<file path="src/rtl/dsm_cic_decimator.sv">
// rtl/dsm_cic_decimator.sv - 3-level DSM symbol demodulator with sinc^3 CIC decimation
// Maps pwm codes to {-1,0,+1}, integrates at input rate, combs at output rate R=2^LOG2_DEC.
module dsm_cic_decimator #(
    parameter  int LOG2_DEC = 6,
    localparam int W        = 2 + 3 * LOG2_DEC
) (
    input  logic         clock,
    input  logic         reset,
    input  logic         en,
    input  logic [1:0]   pwm,
    input  logic         err_clr,
    output logic [W-1:0] dout,
    output logic         dout_valid,
    output logic         err
);

    logic [W-1:0]        i1_q, i2_q, i3_q, i1_d, i2_d, i3_d;
    logic [W-1:0]        d1_q, d2_q, d3_q, d1_d, d2_d, d3_d;
    logic [W-1:0]        dout_q, dout_d;
    logic                valid_q, valid_d;
    logic                err_q, err_d;
    logic [LOG2_DEC-1:0] cnt_q, cnt_d;
    logic [W-1:0]        x, c1, c2, c3;
    logic                strobe;

    always_comb begin
        x = '0;
        case (pwm)
            2'b01:   x = W'(1);
            2'b11:   x = '1;
            default: x = '0;
        endcase
    end

    // Comb stage uses the registered i3, i.e. the value before this strobe edge.
    assign strobe = en && (cnt_q == '1);
    assign c1     = i3_q - d1_q;
    assign c2     = c1 - d2_q;
    assign c3     = c2 - d3_q;

    always_comb begin
        i1_d    = i1_q;
        i2_d    = i2_q;
        i3_d    = i3_q;
        d1_d    = d1_q;
        d2_d    = d2_q;
        d3_d    = d3_q;
        dout_d  = dout_q;
        cnt_d   = cnt_q;
        valid_d = 1'b0;
        if (en) begin
            i1_d  = i1_q + x;
            i2_d  = i2_q + i1_q;
            i3_d  = i3_q + i2_q;
            cnt_d = cnt_q + 1'b1;
            if (strobe) begin
                d1_d    = i3_q;
                d2_d    = c1;
                d3_d    = c2;
                dout_d  = c3;
                valid_d = 1'b1;
            end
        end
        // A new illegal symbol takes priority over a simultaneous clear.
        if (en && pwm == 2'b10) begin
            err_d = 1'b1;
        end else if (err_clr) begin
            err_d = 1'b0;
        end else begin
            err_d = err_q;
        end
    end

    always_ff @(posedge clock or posedge reset) begin
        if (reset) begin
            i1_q    <= '0;
            i2_q    <= '0;
            i3_q    <= '0;
            d1_q    <= '0;
            d2_q    <= '0;
            d3_q    <= '0;
            dout_q  <= '0;
            cnt_q   <= '0;
            valid_q <= 1'b0;
            err_q   <= 1'b0;
        end else begin
            i1_q    <= i1_d;
            i2_q    <= i2_d;
            i3_q    <= i3_d;
            d1_q    <= d1_d;
            d2_q    <= d2_d;
            d3_q    <= d3_d;
            dout_q  <= dout_d;
            cnt_q   <= cnt_d;
            valid_q <= valid_d;
            err_q   <= err_d;
        end
    end

    assign dout       = dout_q;
    assign dout_valid = valid_q;
    assign err        = err_q;

endmodule

</file>
<file path="config.mk">
export PLATFORM = sky130hd
export DESIGN_NAME = dsm_cic_decimator
export DESIGN_NICKNAME = d
export VERILOG_FILES = /design/src/rtl/dsm_cic_decimator.sv
export SDC_FILE = /design/constraint.sdc
export NUM_CORES = 1
export LEC_CHECK = 0
export BUFFER_PORTS_ARGS = -buffer_cell sky130_fd_sc_hd__buf_4
export CORE_ASPECT_RATIO = 1.4
export CORE_UTILIZATION = 35
export CTS_CLUSTER_SIZE = 16
export DETAILED_ROUTE_END_ITERATION = 8
export GPL_TIMING_DRIVEN = 0
export PLACE_DENSITY = 0.57
export SYNTH_ARGS = -nofsm -noshare
export SYNTH_HDL_FRONTEND = slang
export SYNTH_SLANG_ARGS = --single-unit
</file>
<file path="constraint.sdc">
create_clock -name clock -period 13 [get_ports clock]
set_input_delay 3.9 -clock clock [delete_from_list [all_inputs] [get_ports clock]]
set_output_delay 3.9 -clock clock [all_outputs]
set_load 0.01 [all_outputs]
</file>
Word level (Yosys, flattened, before mapping) --
Index checks and enable logic that the tools add are counted.
Storage, ports and cells: input bits 6, register bits 148
Cells by class: equality and inequality tests 4, add/subtract/negate cells 7, multiplexer cells 5, reduce and logical (&&, ||, !) cells 4
Operator list (number):
- $add 20x20->20 | 3
- $sub 20x20->20 | 3
- $pmux 20 s2 | 1
- $add 6x1->6 const B | 1
- $eq 6x6->1 const B | 1
- $eq 2x2->1 const B | 2
- $mux 1 | 4
- $eq 2x1->1 const B | 1
- $logic_and 1x1->1 | 2
- $reduce_and 2->1 | 1
- $reduce_bool 2->1 | 1

Depth between registers and ports, before layout --
depth in word-level cells 4, depth in mapped cells 26

Worst setup path before layout --
No wires, ideal clock.
path kind in2reg, from in pwm[0], to reg i1_q[19], stages on the path 12, buffers on the path 0, required time 12920 ps, data arrival time 6497 ps, slack 6423 ps, path through nand2_1 inv_1 ha_1 a21o_1 a21o_1 a31o_4 o41ai_4 o31ai_2 o211a_1 or3_1 nand3_1 xnor2_1
On the way: word-level cells in the longest chain between the ends 3, elaborated cells between the ends (all ways) 4
RTL lines:
- start: declaration | RTL line 10 | input logic [1:0] pwm,
- $eq 2x2->1 or $eq 2x1->1 (tied branches) | RTL line 28 | case (pwm)
- $pmux 20 s2 * | RTL line 28
- $add 20x20->20 * | RTL line 52 | i1_d = i1_q + x;
- end signal: assignment | RTL line 87 | i1_q <= i1_d;
- end: declaration | RTL line 17 | logic [W-1:0] i1_q, i2_q, i3_q, i1_d, i2_d, i3_d;
Mark *: on every way between the ends. The rest lies on a longest branch, timed or not. A chain may end at the register's enable or synchronous reset.

Worst setup path after layout --
Ends and elaborated chain as after synthesis.

==> results.toml <==
[setup_path]
startpoint_type = "primary input"
cpPeakStageDelay_ns = 0.51
endpoint_kind = "register"
path_class = "in2reg"
r2r_slack_ns = 7.12
crit_slowest_cell = "inv_1"
reg2reg_depth = 26
crit_chain = "buf_4 > nand2_1 > inv_1 > ha_1 > a21o_1 > a21o_1 > a31o_4 > o41ai_4 > o31ai_2 > o211a_1 > or3_1 > nand3_1 > xnor2_1"
r2r-start = "i3_q[0]$_DFFE_PP0P_"
crit_required_ns = 13.36
crit_start = "pwm[0]"
cpMostUsedCell = "a21o_1"
cp_max_fo = 20
worstPathArrival_ns = 7.02

[yosys]
synthXorXnorAreaFrac = 0.0737
synth_top_family_by_area = "compound AO/OA/AOI/OAI gates"
muxShareOfSynthArea = 0.0498
synth_simple_gate_area_share = 0.131
ys_seq_area_frac = 0.343
synth-edff-count = 0
netlist.area_leader.share = 0.343
synth_seq_cells = 148
yosysTopAreaCell = "dfrtp_1"
synth_nets = 1325
dominantRegCellSynth = "dfrtp_1"
synth-async-reset-ratio = 1.00
synth_cell_types = 71
synthAdderAreaFrac = 0.144
synth_compound_area_frac = 0.215
synth_cells = 1198
synth_area_sq_mm = 0.0108
synthTopCellsByArea = "dfrtp_1 34%, ha_1 13%, xnor2_1 4.9%, mux2_2 4.8%, nand2_1 4.6%"
syn-mean-instance-area_sq_um = 9.02
yosysWarnings = 0

[clock_tree]
cts.reportedPaths.clkPinSlew_ns = 0.07
htree_levels = 4
cts_hold_buf = 0
clk_path_buf_depth = 2
cts_sinks = 148
post_cts_buffers = 0
clockRootBuffer = "clkbuf_16"
clk_latency_ns = 0.43
cts_resized = 0
numCtsBuffers = 17
cts_tree = "built"

[drt]
drtIter0Drc = 235
wl_per_cell_um = 13.8
vias = 8400
via_per_inst = 5.12
detail-route-antenna-nets = 0
drc_errors = 0
totalWireLength_um = 22700
drtPass1Iterations = 4

[floorplan]
rows = 75
ioPinCount = 28
core_sq_mm = 0.0302
dieArea_sq_mm = 0.0316
die_h_um = 210
start_util = 0.358
die_w_um = 151

[sta]
finalHoldViolCount = 0
relSlewSlack = 0.456
min_period_ns = 6.66
period_share = 0.512
fin_worst_skew_ns = 0.00998
drv_slew = 0
worst_pin_slew_ns = 0.796
timing.setup.tns_ns = 0
rsz0062_at_grt = "false"
setup_violations = 0
clock.fmax_mhz = 150

[placed_design]
place_congestion = 0.862
dp_hpwl_um = 17500
io_buffers = 26

[final_layout]
final_nets = 1371
layout_commonest_cell = "dfrtp_1"
diodes = 0
area_growth_pct = 12.3
drive_gt1_frac = 0.0971
final_cell_mix = "148 x dfrtp_1, 133 x nand2_1, 115 x ha_1"

[grt]
antenna_found_initial = 0
grt-ovfl-total = 0
track_usage = 0.155
grt_pass1_wl_um = 39300
grt_max_degree = 85
grt_pass1_vias = 8487

[worst_hold_path]
hold_path_class = "reg2reg"
hold_path_startpoint = "dout[2]$_DFFE_PP0P_"
holdPathStages = 2

[outcome]
outcome = "complete, no violations"

[job]
drv_cap = 0
-- kinds of logic (layout without fill, tap and decap cells) --
group                    after synthesis  in the layout
AO/OA/AOI/OAI                        363            363
AND/OR/NAND/NOR                      300            300
flip-flops                           148            148
buffers and inverters                127            186
adder cells (fa/ha/maj)              121            121
XOR/XNOR                              91             91
multiplexers                          48             48
-- layer usage --
layer	routed length [um]	vias to the layer above	track usage	part of all wire
met5	0	-	0	0
met4	822	0	0.0770	0.036
met3	408	42	0.0238	0.018
met2	11900	86	0.290	0.53
met1	9550	3936	0.166	0.42
li1	-	4336	-	-
-- flip-flops by register name (all words and copies together) (netlist names) --
register    flops
i1_q           20
err             1
d2_q           20
i3_q           20
d3_q           20
d1_q           20
dout           20
cnt_q           6
dout_valid      1
i2_q           20
-- synth_stat cells, drive strengths merged, types with 8 or more instances --
cell type  number
dfrtp         148
nand2         133
o21ai         126
ha            115
inv            98
a21oi          80
xnor2          60
nor2           48
mux2           46
a21o           40
xor2           31
clkbuf         28
nor2b          22
nor3           21
o21a           21
nand3          18
o31ai          16
nand2b         12
o211ai         12
o21bai         12
a211oi         11
a21boi         10
and2            8
nand4           8
or3             8
-- worst paths after layout --
kind / end
worst min-delay path: dout[2]$_DFFE_PP0P_
max in group asynchronous: cnt_q[2]$_DFFE_PP0P_
worst max register to register: dout[19]$_DFFE_PP0P_
worst min register to register: dout[2]$_DFFE_PP0P_
min in group asynchronous: dout[0]$_DFFE_PP0P_
worst max-delay path: i1_q[19]$_DFFE_PP0P_
-- critical path: cells and delay by family --
family	cells	cell delay, ns
buffers and inverters	2	0.60
AO/OA/AOI/OAI	6	1.54
XOR/XNOR	1	0.12
adder cells (fa/ha/maj)	1	0.35
AND/OR/NAND/NOR	3	0.50
-- stage by stage --
step	std cells	util	setup WS (ns)	hold slack, ns	area, sq um
detailed placement	1610	0.381	5.84	0.472	11500
floorplan	1198	-	5.12	0.442	10800
CTS	1642	0.402	6.30	0.485	12100
global route	1642	0.402	6.13	0.501	12100
global placement	1609	0.380	3.21	0.458	11500
finish	1642	0.402	6.34	0.478	12100
-- layout make-up --
type	instances	area [sq um]
Fill cell	3030	18100
Clock inverter	11	150
Inverter	98	373
Timing Repair Buffer	27	223
Buffer	29	110
Clock buffer	21	470
Sequential cell	148	3700
Tap cell	385	482
Multi-Input combinational cell	923	6630
Power is not shown: default switching activity piles up to over one toggle a cycle in this logic, so the estimate is an artifact.
